==> src/rtl/pc_next_unit.sv <==
// pc_next_unit: program counter sequencing with jump/branch targets, misalignment fault and redirect counting.
module pc_next_unit #(
    parameter logic [31:0] RESET_PC = 32'h0000_0000
) (
    input  logic        clk,
    input  logic        rst,
    input  logic [1:0]  JumpOP,
    input  logic [31:0] ins,
    input  logic [31:0] rs_data,
    input  logic        fetch_ready,
    input  logic        stall,
    output logic [31:0] pc,
    output logic [31:0] pc_plus4,
    output logic        fetch_req,
    output logic        fault,
    output logic [31:0] fault_pc,
    output logic [15:0] redirect_count
);
    typedef enum logic [1:0] {IDLE, FETCH, FAULT} state_t;
    state_t      state_q, state_d;
    logic [31:0] pc_q, pc_d, fault_pc_q, fault_pc_d, target;
    logic [15:0] rc_q, rc_d;
    logic        advance;
    logic        unused_ins;
    assign unused_ins     = ^ins[31:26];
    assign pc_plus4       = pc_q + 32'd4;
    assign pc             = pc_q;
    assign fault_pc       = fault_pc_q;
    assign redirect_count = rc_q;
    assign fetch_req      = state_q == FETCH;
    assign fault          = state_q == FAULT;
    always_comb begin
        target = JumpOP == 2'd0 ? {pc_plus4[31:28], ins[25:0], 2'b00} :
                 JumpOP == 2'd1 ? rs_data :
                 JumpOP == 2'd2 ? pc_plus4 + {{14{ins[15]}}, ins[15:0], 2'b00} : pc_plus4;
        advance    = state_q == FETCH && fetch_ready && !stall;
        state_d    = state_q;
        pc_d       = pc_q;
        fault_pc_d = fault_pc_q;
        rc_d       = rc_q;
        if (state_q == IDLE) begin
            state_d = FETCH;
        end else if (advance) begin
            // a misaligned target freezes the pc and parks the unit until reset
            if (|target[1:0]) begin
                fault_pc_d = target;
                state_d    = FAULT;
            end else begin
                pc_d = target;
                if (JumpOP != 2'd3 && rc_q != 16'hFFFF) rc_d = rc_q + 16'd1;
            end
        end
    end
    always_ff @(posedge clk or posedge rst) begin
        if (rst) begin
            state_q    <= IDLE;
            pc_q       <= RESET_PC;
            fault_pc_q <= 32'h0;
            rc_q       <= 16'h0;
        end else begin
            state_q    <= state_d;
            pc_q       <= pc_d;
            fault_pc_q <= fault_pc_d;
            rc_q       <= rc_d;
        end
    end
endmodule

==> config.mk <==
export PLATFORM = sky130hd
export DESIGN_NAME = pc_next_unit
export DESIGN_NICKNAME = d
export VERILOG_FILES = /design/src/rtl/pc_next_unit.sv
export SDC_FILE = /design/constraint.sdc
export NUM_CORES = 1
export LEC_CHECK = 0
export BUFFER_PORTS_ARGS = -buffer_cell sky130_fd_sc_hd__buf_4
export CORE_UTILIZATION = 35
export CTS_CLUSTER_DIAMETER = 200
export DETAILED_ROUTE_END_ITERATION = 8
export PLACE_DENSITY = 0.6
export SYNTH_ARGS = -nofsm -noshare
export SYNTH_HDL_FRONTEND = slang
export SYNTH_SLANG_ARGS = --single-unit
==> constraint.sdc <==
create_clock -name clk -period 8.2 [get_ports clk]
set_input_delay 1.64 -clock clk [delete_from_list [all_inputs] [get_ports clk]]
set_output_delay 1.64 -clock clk [all_outputs]
set_load 0.01 [all_outputs]
Yosys cells after proc, flatten, opt, wreduce, memory -nomap -nowiden --
Cells that the tools add are included.
Word-level totals: register bits 82, input bits 70, output and inout bits 114, logic and storage cells 34
Cells by class: add/subtract/negate cells 3, equal/unequal tests 6, mux-type cells 6, bitwise gates (word level) 2, reduce and logical (&&, ||, !) cells 13
Operators with widths (count):
- two-way mux 32 bit | 3
- adder 32 x 3 -> 32 bit, second input constant | 1
- adder 32 bit | 1
- adder 16 x 1 -> 16 bit, second input constant | 1
- inequality test 16 bit, second input constant | 1
- two-way mux 2 bit | 3
- AND reduction 3 bit | 2
- equality test 2 x 1 -> 1 bit, second input constant | 2
- equality test 2 bit, second input constant | 2
- logical NOT 2 bit | 2
- AND reduction 4 bit | 1
- nonzero test 2 bit | 2
- logical AND 1 bit | 3
- inequality test 2 bit, second input constant | 1
- NOT 1 bit | 2
- AND reduction 2 bit | 1
- OR reduction 2 bit | 1
- logical NOT 1 bit | 1

Longest topological paths before layout --
Gate-level depths: netlist (run 1).
word-level depth 9, gate-level depth with buffers 16

Worst setup path after synthesis (run 1) --
No wires, ideal clock.
path kind input -> register, start point in ins[0], end point reg fault_pc_q[30] (netlist: fault_pc[30]), library setup time 0.134 ns, data arrival time 3.860 ns, data required time 8.066 ns, path slack 4.206 ns, stages on the path 11, cell sequence ha_1 -> fa_1 -> a21oi_1 -> o211ai_1 -> a31oi_1 -> o31ai_1 -> a31oi_1 -> o31ai_1 -> or4_1 -> o2111ai_1 -> o21ai_0
On the way: cells in the longest elaborated chain, start to end 4
Ends and longest elaborated chain:
- from (decl) | RTL line 8 | input logic [31:0] ins,
- adder 32 bit | RTL line 35 | JumpOP == 2'd2 ? pc_plus4 + {{14{ins[15]}}, ins[15:0], 2'b00} : pc_plus4;
- two-way mux 32 bit | RTL line 35
- two-way mux 32 bit | RTL line 34 | JumpOP == 2'd1 ? rs_data :
- two-way mux 32 bit | RTL line 33 | target = JumpOP == 2'd0 ? {pc_plus4[31:28], ins[25:0], 2'b00} :
- to (signal assigned) | RTL line 63 | fault_pc_q <= fault_pc_d;
- to (decl) | RTL line 21 | logic [31:0] pc_q, pc_d, fault_pc_q, fault_pc_d, target;
No other way between the ends. A chain may end at the register's enable or synchronous reset.

Worst setup path after layout (run 1) --
start point reg pc_q[8] (netlist: pc[8]), end point reg fault_pc_q[31] (netlist: fault_pc[31])
On the way: cells in the longest elaborated chain, start to end 5
Ends and longest elaborated chain:
- from (decl) | RTL line 21
- from (signal assigned) | RTL line 62 | pc_q <= pc_d;
- adder 32 x 3 -> 32 bit (*) | RTL line 26 | assign pc_plus4 = pc_q + 32'd4;
- adder 32 bit | RTL line 35
- two-way mux 32 bit | RTL line 35
- two-way mux 32 bit | RTL line 34
- two-way mux 32 bit (*) | RTL line 33
Mark *: on every way between the ends. The rest lies on a longest branch, timed or not.

==> results of run 1 <==
-- per-layer routing --
| metal | global-route usage | wire length (um) | vias to the layer above |
|---|---|---|---|
| li1 | - | - | 2887 |
| met1 | 0.280 | 8770 | 2763 |
| met2 | 0.348 | 9020 | 215 |
| met3 | 0.0479 | 1320 | 25 |
| met4 | 0.0581 | 370 | 0 |
| met5 | 0 | 0 | - |
-- layout make-up --
class,count,share of cell area
multi-input combinational,579,0.500
tap,225,0.0351
inverter,14,0.00671
clock buffer,14,0.0317
clock inverter,2,0.00156
timing repair buffer,181,0.169
sequential,82,0.256
-- cells by family (layout without fill, tap and decap cells) --
kind of cell / Yosys count / in the layout / synth area share
simple gates: 260 / 260 / 0.198
compound gates: 176 / 176 / 0.186
flops: 82 / 82 / 0.329
xor+xnor: 66 / 66 / 0.0926
buf+inv: 46 / 211 / 0.0299
fa+ha+maj: 39 / 39 / 0.0793
mux: 38 / 38 / 0.0860
-- layout by cell type (no fill, tap or decap), types with 3 or more instances in the layout --
| cell | n |
|---|---|
| sky130_fd_sc_hd__or4_1 | 3 |
| sky130_fd_sc_hd__nand2b_1 | 6 |
| sky130_fd_sc_hd__clkbuf_16 | 9 |
| sky130_fd_sc_hd__nor4_1 | 3 |
| sky130_fd_sc_hd__a21o_1 | 17 |
| sky130_fd_sc_hd__and4_1 | 4 |
| sky130_fd_sc_hd__inv_1 | 12 |
| sky130_fd_sc_hd__o211ai_1 | 5 |
| sky130_fd_sc_hd__o22ai_1 | 3 |
| sky130_fd_sc_hd__buf_4 | 181 |
| sky130_fd_sc_hd__o221ai_1 | 7 |
| sky130_fd_sc_hd__or2_2 | 3 |
| sky130_fd_sc_hd__nand3_1 | 24 |
| sky130_fd_sc_hd__nand2_1 | 118 |
| sky130_fd_sc_hd__clkbuf_1 | 4 |
| sky130_fd_sc_hd__a211o_1 | 3 |
| sky130_fd_sc_hd__mux2i_1 | 12 |
| sky130_fd_sc_hd__nand4_1 | 12 |
| sky130_fd_sc_hd__and2_1 | 6 |
| sky130_fd_sc_hd__a31oi_1 | 8 |
| sky130_fd_sc_hd__xor2_1 | 19 |
| sky130_fd_sc_hd__xnor2_1 | 47 |
| sky130_fd_sc_hd__ha_1 | 38 |
| sky130_fd_sc_hd__nor3_1 | 9 |
| sky130_fd_sc_hd__dfrtp_1 | 82 |
| sky130_fd_sc_hd__and3_1 | 10 |
| sky130_fd_sc_hd__o21ai_0 | 43 |
| sky130_fd_sc_hd__o21bai_1 | 5 |
| sky130_fd_sc_hd__o31ai_1 | 13 |
| sky130_fd_sc_hd__mux2_2 | 15 |
| sky130_fd_sc_hd__a211oi_1 | 4 |
| sky130_fd_sc_hd__nor2_1 | 40 |
| sky130_fd_sc_hd__a21oi_1 | 38 |
| sky130_fd_sc_hd__nor2b_1 | 11 |
| sky130_fd_sc_hd__mux4_2 | 11 |
| sky130_fd_sc_hd__o21a_1 | 5 |
-- where the power goes --
| part | switching [uW] | internal (uW) | total (uW) |
|---|---|---|---|
| combinational | 996 | 839 | 1830 |
| sequential | 179 | 561 | 740 |
| clock | 154 | 213 | 368 |
| total | 1330 | 1610 | 2940 |
-- stage by stage --
step	cell area [um^2]	hold WS, ns	util	total power (uW)	cells
final	8020	0.471	0.462	2940	1097
after global routing	8020	0.506	0.462	3170	1097
after CTS	8020	0.479	0.462	2960	1097
after detailed placement	7750	0.465	0.447	2570	1081
after global placement	7750	0.461	0.447	2570	1081
after floorplan	6240	0.450	-	1840	707
-- synth_stat cells, types with 7 or more instances --
library cell | instances | area share
sky130_fd_sc_hd__a21o_1 | 17 | 0.020
sky130_fd_sc_hd__a21oi_1 | 38 | 0.030
sky130_fd_sc_hd__a31oi_1 | 8 | 0.0080
sky130_fd_sc_hd__and3_1 | 10 | 0.010
sky130_fd_sc_hd__clkbuf_1 | 23 | 0.014
sky130_fd_sc_hd__dfrtp_1 | 82 | 0.33
sky130_fd_sc_hd__ha_1 | 38 | 0.076
sky130_fd_sc_hd__inv_1 | 13 | 0.0078
sky130_fd_sc_hd__mux2_2 | 15 | 0.027
sky130_fd_sc_hd__mux2i_1 | 12 | 0.019
sky130_fd_sc_hd__mux4_2 | 11 | 0.040
sky130_fd_sc_hd__nand2_1 | 118 | 0.071
sky130_fd_sc_hd__nand3_1 | 24 | 0.019
sky130_fd_sc_hd__nand4_1 | 12 | 0.012
sky130_fd_sc_hd__nor2_1 | 40 | 0.024
sky130_fd_sc_hd__nor2b_1 | 11 | 0.011
sky130_fd_sc_hd__nor3_1 | 9 | 0.0072
sky130_fd_sc_hd__o21ai_0 | 43 | 0.034
sky130_fd_sc_hd__o221ai_1 | 7 | 0.0098
sky130_fd_sc_hd__o31ai_1 | 13 | 0.016
sky130_fd_sc_hd__xnor2_1 | 47 | 0.066
sky130_fd_sc_hd__xor2_1 | 19 | 0.027
-- path summary, 6_finish.rpt --
| kind | start | to | slack [ns] | cells past startpoint |
|---|---|---|---|---|
| hold reg to reg | fault_pc[14]$_DFFE_PP0P_ | fault_pc[14]$_DFFE_PP0P_ | 0.47 | 2 |
| setup reg to reg | pc[8]$_DFFE_PP0P_ | fault_pc[31]$_DFFE_PP0P_ | 3.57 | 13 |
| hold / removal | fault_pc[14]$_DFFE_PP0P_ | fault_pc[14]$_DFFE_PP0P_ | 0.47 | 2 |
| setup / recovery | pc[8]$_DFFE_PP0P_ | fault_pc[31]$_DFFE_PP0P_ | 3.57 | 13 |
| max in group asynchronous | rst | fault_pc[13]$_DFFE_PP0P_ | 5.84 | 3 |
| min in group asynchronous | rst | fault_pc[7]$_DFFE_PP0P_ | 1.28 | 2 |
-- sequential cells by signal, summed over array words and instances, names as in the netlist --
register and cells:
fault_pc 32, pc 32, redirect_count 16, state_q 2
-- critical path, stage by stage, from the launching register on --
cell	delay [ns]
sky130_fd_sc_hd__dfrtp_1	0.48
sky130_fd_sc_hd__nand4_1	0.17
sky130_fd_sc_hd__nor4_2	0.58
sky130_fd_sc_hd__and2_0	0.40
sky130_fd_sc_hd__xor2_1	0.44
sky130_fd_sc_hd__ha_1	0.38
sky130_fd_sc_hd__inv_1	0.08
sky130_fd_sc_hd__o21bai_1	0.07
sky130_fd_sc_hd__a21oi_1	0.30
sky130_fd_sc_hd__o21ai_0	0.19
sky130_fd_sc_hd__a222oi_1	0.51
sky130_fd_sc_hd__o41ai_1	0.17
sky130_fd_sc_hd__or4_1	0.49
sky130_fd_sc_hd__a41o_1	0.27
==> results.cfg, run 1 <==
[synthesis]
synthArstFlopShare = 1.00
synth_enable_flop_cells = 0
postSynthNetCount = 816
ys_ff_latch = 82
yosys_most_used_dff = sky130_fd_sc_hd__dfrtp_1
synth.lib_cells_used.distinct = 69
ys_warn_count = 0
post_synth.cell_area_avg_um2 = 8.83
synth.cell_area_um2 = 6240
post_synthesis_instance_total = 707
seq_area_frac_synth = 0.329

[worst_setup_path]
cp-start-kind = register
worstSetupPathType = register to register
crit_required_ns = 8.43
critical_path.max_fanout = 8
cp_data_arrival_time_ns = 4.86
cp-end-kind = register

[sta]
worst_clock_skew_ns = 0.00653
timing.max_slew.rel_slack = 0.498
finalHoldViolCount = 0
rsz0062_at_grt = false
finalCriticalPeriod_ns = 4.63
timing.setup.tns_ns = 0
fmax_ghz = 0.216
final-max-slew-violation-count = 0
worst_slew_pin_slew_ns = 0.754
report.final.setup_viol = 0
final.setup.worst_slack_ns = 3.57
fin_crit_sh = 0.565

[global_route]
via_count_of_the_first_global_routing_pass = 5511
grt_antenna_before_repair = 0
first_pass_grt_wire_length_mm = 29.9
track_usage = 0.213
globalRouteOverflowTotal = 0
pin_count_of_the_biggest_net_entering_global_routing = 62

[die]
std_cell_rows = 48
initial_utilization = 0.360
pin_count = 184
die-area_um2 = 18400
floorplan.core_area_um2 = 17400
die_h_um = 136
die-width_um = 136

[cts]
cts_post_setup_buffers_inserted = 0
cts_hold_buf = 0
clock_sinks = 82
ctsRootBufferMaster = sky130_fd_sc_hd__clkbuf_16
clkLatencyLatePin_ns = 0.34
ctsLongestPathBuffers = 2
cts_tree = built
h_tree_lvl_count = 3
cts_made_buffers = 9
cts_repair_resize_count = 0
path_clk_slew_ns = 0.06

[finish]
final_net_count = 976
synthesis_to_layout_area_growth_pct = 28.4
num_antenna_cells = 0
regArea_um2 = 2050
fill_cells = 1736
multi_input_combinational_cell_area_um2 = 4010
drive_gt1_frac = 0.271

[routing]
drt.antenna.violating_nets = 0
routed-via-count = 5890
drt_iter0_drc = 389
post-route-drc-count = 0
drt_pre_antenna_iters = 5
via_per_inst = 5.37
totalWireLength_mm = 19.5
routed_wire_length_per_instance_um = 17.8

[job]
max_cap_viol_count = 0

[pwr]
power.density_nw_per_um2 = 367
vdd_ir_drop_max_v = 0.000180
leakage_uw = 0.00379

[outcome]
status = completed

[placed_design]
numPortBuffers = 177
place_congestion = 0.903
place_ws_ns = 3.54
detailed_placement_wirelength_estimate_mm = 15.2

[min_path]
hold_path.class = register to register
Power figures use the tool's default switching activity.
==> inputs of run 2 (changes only) <==
Settings changed: ABC_AREA from default to 1, PLACE_DENSITY 0.6 to 0.59.
Clock period 8.2 ns to 4.51 ns, I/O delays scaled along.
==> run 2 against run 1 <==
Effect of this change:
- total power down 39%
- combinational power down 85%
- first-iteration DRC count up 8.5%
- sequential power down 0.5%
- utilization down 0.93 points
- critical endpoint is now fault_pc[30]$_DFFE_PP0P_
- clock skew up 0.0018 ns
- routed wire length up 37%
- flip-flop and latch count unchanged
- area after synthesis up 16%
- non-clock buffer count up 2
- setup slack worse by 2.8 ns
- clock-buffer cell count down 2
==> results.cfg, run 2 <==
[global_route]
pin_count_of_the_biggest_net_entering_global_routing = 54
via_count_of_the_first_global_routing_pass = 7535
track_usage = 0.252
first_pass_grt_wire_length_mm = 41.3
globalRouteOverflowTotal = 0
grt_antenna_before_repair = 0

[worst_setup_path]
timing.reg2reg.setup_slack_ns = 0.77
timing.rr.end = fault_pc[30]$_DFFE_PP0P_
cp-start-kind = register
worst_path_dominant_cell_family = simple AND/OR/NAND/NOR gates
cp_data_arrival_time_ns = 3.96
cp-end-kind = register
critical-path-max-stage-delay_ns = 0.47
critical_path.max_fanout = 8
worstSetupPathType = register to register
crit_required_ns = 4.74
worstPathBufferInverterCount = 3
cp_cell_instances = ha_1 -> inv_1 -> nor2_1 -> nand3_1 -> nor2_2 -> nand2_1 -> inv_1 -> nand3_1 -> nand2_1 -> inv_2 -> ha_1 -> nand2_1 -> nor3_1 -> nand2_1 -> nor3_1 -> nand2_1 -> nand2_1 -> nand2_1 -> nand3_1 -> nand2_1 -> nand3_1 -> nand2_1
critical_path.most_common_cell = sky130_fd_sc_hd__nand2_1
worstRegToRegCells = 22
cp-startpoint = pc[2]$_DFFE_PP0P_
cp.depth = 22
timing.rr.start = pc[2]$_DFFE_PP0P_
worst_path_max_delay_cell = sky130_fd_sc_hd__dfrtp_1
worst_setup_path_endpoint = fault_pc[30]$_DFFE_PP0P_

[synthesis]
ys_ff_latch = 82
netlist.top_cell.by_area = sky130_fd_sc_hd__dfrtp_1
post_synth.cell_area_avg_um2 = 6.18
synthArstFlopShare = 1.00
synthTopCellsByArea = sky130_fd_sc_hd__dfrtp_1 28%, sky130_fd_sc_hd__nand2_1 25%, sky130_fd_sc_hd__inv_1 8.3%
ys_warn_count = 0
yosys_most_used_dff = sky130_fd_sc_hd__dfrtp_1
synth.lib_cells_used.distinct = 47
post_synth_most_frequent_cells = 476 x sky130_fd_sc_hd__nand2_1, 160 x sky130_fd_sc_hd__inv_1, 90 x sky130_fd_sc_hd__nand3_1, 82 x sky130_fd_sc_hd__dfrtp_1, 72 x sky130_fd_sc_hd__nor2_1
post_synthesis_instance_total = 1177
postSynthNetCount = 1286
yosysTopAreaCellShare = 0.282
synth.cell_area_um2 = 7270
synth_most_common_cell = sky130_fd_sc_hd__nand2_1
synth_enable_flop_cells = 0
seq_area_frac_synth = 0.282

[placed_design]
place.detailed.instances = 1607
place_congestion = 0.962
numPortBuffers = 177
detailed_placement_wirelength_estimate_mm = 22.0

[cts]
clock_sinks = 82
cts_repair_resize_count = 0
cts_made_buffers = 9
ctsLongestPathBuffers = 2
h_tree_lvl_count = 3
cts_post_setup_buffers_inserted = 0
ctsRootBufferMaster = sky130_fd_sc_hd__clkbuf_16
clkLatencyLatePin_ns = 0.34
cts_tree = built
cts_hold_buf = 0
path_clk_slew_ns = 0.06

[routing]
via_per_inst = 4.84
routed_wire_length_per_instance_um = 16.5
drt_pre_antenna_iters = 6
totalWireLength_mm = 26.8
post-route-drc-count = 0
drt_iter0_drc = 422
drt.antenna.violating_nets = 0
routed-via-count = 7852

[sta]
fmax_ghz = 0.268
finalCriticalPeriod_ns = 3.74
timing.max_slew.rel_slack = 0.393
rsz0062_at_grt = false
report.final.setup_viol = 0
fin_crit_sh = 0.829
timing.setup.tns_ns = 0
worst_clock_skew_ns = 0.00834
finalHoldViolCount = 0
final-max-slew-violation-count = 0
worst_slew_pin_slew_ns = 0.910

[min_path]
holdPathStages = 2
hold_path.class = register to register

[job]
max_cap_viol_count = 0

[die]
pin_count = 184
die-width_um = 146
std_cell_rows = 52
die_h_um = 146
initial_utilization = 0.358
die-area_um2 = 21400
floorplan.core_area_um2 = 20300

[finish]
synthesis_to_layout_area_growth_pct = 26.4
fill_cells = 2202
final_net_count = 1457
final-instance-count-excl-fill = 1623
num_antenna_cells = 0
final_common_cell = sky130_fd_sc_hd__nand2_1
drive_gt1_frac = 0.185
final_util = 0.453
layout_common_cells = 476 x sky130_fd_sc_hd__nand2_1, 183 x sky130_fd_sc_hd__buf_4, 159 x sky130_fd_sc_hd__inv_1, 90 x sky130_fd_sc_hd__nand3_1, 82 x sky130_fd_sc_hd__dfrtp_1

[pwr]
leakage_uw = 0.00518
power_uw = 1780
vdd_ir_drop_max_v = 0.000178
power.density_nw_per_um2 = 194

[outcome]
status = completed
==> run 2: cell types whose count changed after synthesis, sizes merged, moves of 15 or more <==
cell   previous run  this run
nor2             40        86
mux2             15         0
nand3            25        91
inv              13       169
nand2           118       486
nor3             10        28
a21o             17         1
xnor2            47         6
==> run 2: through the flow <==
step | hold slack [ns] | setup WS (ns) | instance area, um^2
6_report | 0.481 | 0.772 | 9190
5_1_grt | 0.493 | 0.413 | 9190
4_1_cts | 0.483 | 0.838 | 9190
3_5_place_dp | 0.466 | 0.875 | 8870
3_3_place_gp | 0.466 | 0.868 | 8870
2_1_floorplan | 0.449 | 1.50 | 7270
==> run 2: final cells by class <==
| class | count | area (um^2) | share of cell area |
|---|---|---|---|
| multi-input combinational | 902 | 4470 | 0.486 |
| sequential | 82 | 2050 | 0.223 |
| clock buffer | 12 | 267 | 0.0290 |
| inverter | 170 | 642 | 0.0698 |
| timing repair buffer | 183 | 1370 | 0.149 |
| tap | 270 | 338 | 0.0368 |
| clock inverter | 4 | 48.8 | 0.00531 |
==> run 2: worst min path at each step <==
stage                              from                       end
2_1_floorplan    state_q[1]$_DFFE_PP0P_    state_q[1]$_DFFE_PP0P_
3_3_place_gp   fault_pc[21]$_DFFE_PP0P_  fault_pc[21]$_DFFE_PP0P_
3_5_place_dp   fault_pc[24]$_DFFE_PP0P_  fault_pc[24]$_DFFE_PP0P_
4_1_cts        fault_pc[24]$_DFFE_PP0P_  fault_pc[24]$_DFFE_PP0P_
5_1_grt        fault_pc[18]$_DFFE_PP0P_  fault_pc[18]$_DFFE_PP0P_
6_report       fault_pc[15]$_DFFE_PP0P_  fault_pc[15]$_DFFE_PP0P_
==> run 2: cells by family after synthesis <==
kind of cell             count (synthesis)  share of synthesized area
AND/OR/NAND/NOR                        732                      0.431
buffers and inverters                  193                      0.104
AO/OA/AOI/OAI                          103                     0.0795
flip-flops                              82                      0.282
adder cells (fa/ha/maj)                 39                     0.0681
XOR/XNOR                                28                     0.0358
==> run 2: layer usage <==
metal / GRT usage / share of wire / vias to the layer above
li1: - / - / 4033
met1: 0.342 / 0.47 / 3615
met2: 0.422 / 0.47 / 175
met3: 0.0300 / 0.044 / 29
met4: 0.0646 / 0.019 / 0
met5: 0 / 0 / -
==> run 2: worst min-delay path: stages, from the launching register on <==
cell and delay (ns):
sky130_fd_sc_hd__dfrtp_1 0.34, sky130_fd_sc_hd__nand2_1 0.05, sky130_fd_sc_hd__nand2_1 0.06
==> run 2: power by group <==
group / internal, uW / total, uW / switching [uW]
sequential: 736 / 736 / 0
combinational: 97.5 / 281 / 184
clock: 473 / 764 / 291
==> inputs of run 3 (changes only) <==
Clock period 4.51 ns to 3.8 ns, I/O delays scaled along.
==> run 3 against run 2 <==
Effect of this change:
- via count is 1.5% higher
- clock skew hardly changed
- non-clock buffer count grew 7
- total power rose by 17%
- critical path depth is 1 lower
- global-route usage grew 0.50 points
- final cell count rose by 0.37%
- clock-buffer cell count shrank 2
- final area grew 0.39%
- sequential power up 19%
==> results.cfg, run 3 (synthesis gave the netlist of run 2 again) <==
[outcome]
status = completed

[finish]
num_antenna_cells = 0
regArea_um2 = 2050
final_net_count = 1464
fill_cells = 2192
synthesis_to_layout_area_growth_pct = 26.9
layout_common_cells = 476 x sky130_fd_sc_hd__nand2_1, 190 x sky130_fd_sc_hd__buf_4, 159 x sky130_fd_sc_hd__inv_1, 90 x sky130_fd_sc_hd__nand3_1, 82 x sky130_fd_sc_hd__dfrtp_1
final_common_cell = sky130_fd_sc_hd__nand2_1
multi_input_combinational_cell_area_um2 = 4470
drive_gt1_frac = 0.189

[cts]
h_tree_lvl_count = 3
cts_tree = built
cts_made_buffers = 9
ctsRootBufferMaster = sky130_fd_sc_hd__clkbuf_16
ctsLongestPathBuffers = 2
cts_post_setup_buffers_inserted = 0
clkLatencyLatePin_ns = 0.34
path_clk_slew_ns = 0.06
clock_sinks = 82
cts_hold_buf = 0

[pwr]
power_switching_uw = 575
power_frac_seq = 0.419
clock_power_share = 0.420
vdd_ir_drop_max_v = 0.000207
netSwitchingFraction = 0.276
internal-power_uw = 1510
comb_power_share = 0.162
power.density_nw_per_um2 = 226
leakage_uw = 0.00520

[sta]
fmax_ghz = 0.284
worst_slew_pin_slew_ns = 0.782
timing.max_slew.rel_slack = 0.478
final-max-slew-violation-count = 0
worst_clock_skew_ns = 0.00865
report.final.setup_viol = 0
timing.setup.tns_ns = 0
rsz0062_at_grt = false
worst_hold_slack_ns = 0.479
fin_crit_sh = 0.926
finalHoldViolCount = 0
finalCriticalPeriod_ns = 3.52

[worst_setup_path]
cp.depth = 21
crit_required_ns = 4.08
worstRegToRegCells = 21
critical_path.max_fanout = 6
cp-start-kind = register
timing.rr.start = pc[7]$_DFFE_PP0P_
worst_path_dominant_cell_family = simple AND/OR/NAND/NOR gates
timing.reg2reg.setup_slack_ns = 0.28
timing.rr.end = fault_pc[22]$_DFFE_PP0P_
cp-end-kind = register
worst_path_max_delay_cell = sky130_fd_sc_hd__dfrtp_1
worstSetupPathType = register to register
critical_path.most_common_cell = sky130_fd_sc_hd__nand2_1
cp-startpoint = pc[7]$_DFFE_PP0P_
worstPathBufferInverterCount = 2
critical-path-max-stage-delay_ns = 0.49
cp_cell_instances = nand2_1 -> inv_1 -> nand3_1 -> nor3_1 -> nand3_1 -> nand2_1 -> and2_1 -> ha_1 -> nand2_1 -> inv_1 -> nand2_1 -> nand2_1 -> a21oi_1 -> nand3_1 -> nand2_1 -> nand3_1 -> nand2_1 -> nand2_1 -> nand2_1 -> nand2_1 -> nand2_1
cp_data_arrival_time_ns = 3.80
worst_setup_path_endpoint = fault_pc[22]$_DFFE_PP0P_

[die]
initial_utilization = 0.358
floorplan.core_area_um2 = 20300
die-width_um = 146
std_cell_rows = 52
pin_count = 184
die_h_um = 146
die-area_um2 = 21400

[routing]
routed_wire_length_per_instance_um = 16.7
post-route-drc-count = 0
via_per_inst = 4.89
routed-via-count = 7971
drt_iter0_drc = 417
totalWireLength_mm = 27.2
drt_pre_antenna_iters = 5
drt.antenna.violating_nets = 0

[global_route]
pin_count_of_the_biggest_net_entering_global_routing = 45
track_usage = 0.257
via_count_of_the_first_global_routing_pass = 7684
first_pass_grt_wire_length_mm = 42.2
globalRouteOverflowTotal = 0
grt_antenna_before_repair = 0

[job]
max_cap_viol_count = 0

[placed_design]
numPortBuffers = 177
place_congestion = 0.945
detailed_placement_wirelength_estimate_mm = 22.3

[min_path]
hold_path.class = register to register
[run 3: cell count changes in the layout (fill, tap and decap cells not counted)]
| cell | previous run | this run |
|---|---|---|
| sky130_fd_sc_hd__clkinv_4 | 1 | 0 |
| sky130_fd_sc_hd__nor3_1 | 22 | 21 |
| sky130_fd_sc_hd__buf_4 | 183 | 190 |
| sky130_fd_sc_hd__clkinvlp_4 | 0 | 2 |
| sky130_fd_sc_hd__clkbuf_8 | 3 | 1 |
| sky130_fd_sc_hd__nor3_2 | 6 | 7 |
[run 3: how the worst min path moves through the flow]
stage                             start                        to  slack (ns)  cells past startpoint
3_5_place_dp   fault_pc[17]$_DFFE_PP0P_  fault_pc[17]$_DFFE_PP0P_        0.47                      2
4_1_cts          state_q[1]$_DFFE_PP0P_    state_q[1]$_DFFE_PP0P_        0.48                      2
3_3_place_gp     state_q[1]$_DFFE_PP0P_    state_q[1]$_DFFE_PP0P_        0.47                      2
6_report       fault_pc[21]$_DFFE_PP0P_  fault_pc[21]$_DFFE_PP0P_        0.48                      2
2_1_floorplan    state_q[1]$_DFFE_PP0P_    state_q[1]$_DFFE_PP0P_        0.45                      2
5_1_grt        fault_pc[21]$_DFFE_PP0P_  fault_pc[21]$_DFFE_PP0P_        0.51                      2
[run 3: tightest hold or removal path, cell delays in order, from the launching register on]
cell and delay [ns]:
sky130_fd_sc_hd__dfrtp_1 0.34, sky130_fd_sc_hd__nand2_1 0.05, sky130_fd_sc_hd__nand2_1 0.05
[run 3: repair_timing]
item / 4_1_cts / 5_1_grt
endpoints found under the hold margin: 0 / 0
gates resized for setup: 0 / 1
setup endpoints to repair: 0 / 2
[run 3: final cells by class]
type                            instances  area share
Clock buffer                           10      0.0259
Clock inverter                          5     0.00597
Inverter                              170      0.0696
Multi-Input combinational cell        902       0.485
Sequential cell                        82       0.222
Tap cell                              270      0.0366
Timing Repair Buffer                  190       0.155
[run 3: stage by stage]
stage | total power [uW] | cells | worst slack [ns] | instance area (um^2) | utilization
floorplan | 1080 | 1177 | 0.932 | 7270 | -
global placement | 1220 | 1614 | 0.322 | 8930 | 0.440
detailed placement | 1220 | 1614 | 0.360 | 8930 | 0.440
CTS | 2100 | 1629 | 0.356 | 9220 | 0.454
global route | 2170 | 1629 | 0.0517 | 9230 | 0.455
finish | 2090 | 1629 | 0.282 | 9230 | 0.455
[run 3: power by group through the flow]
| stage | combinational (uW) | clock [uW] | sequential (uW) |
|---|---|---|---|
| 2_1_floorplan | 187 | 0 | 889 |
| 3_3_place_gp | 333 | 0 | 889 |
| 3_5_place_dp | 333 | 0 | 889 |
| 4_1_cts | 334 | 898 | 873 |
| 5_1_grt | 374 | 922 | 872 |
| 6_report | 337 | 875 | 873 |
[run 3: metal layers]
| metal | wire [um] | GRT usage | share of wire | vias to the layer above |
|---|---|---|---|---|
| met5 | 0 | 0 | 0 | - |
| met4 | 674 | 0.0802 | 0.025 | 0 |
| met3 | 1340 | 0.0281 | 0.049 | 37 |
| met2 | 12500 | 0.420 | 0.46 | 211 |
| met1 | 12700 | 0.354 | 0.47 | 3668 |
| li1 | - | - | - | 4055 |
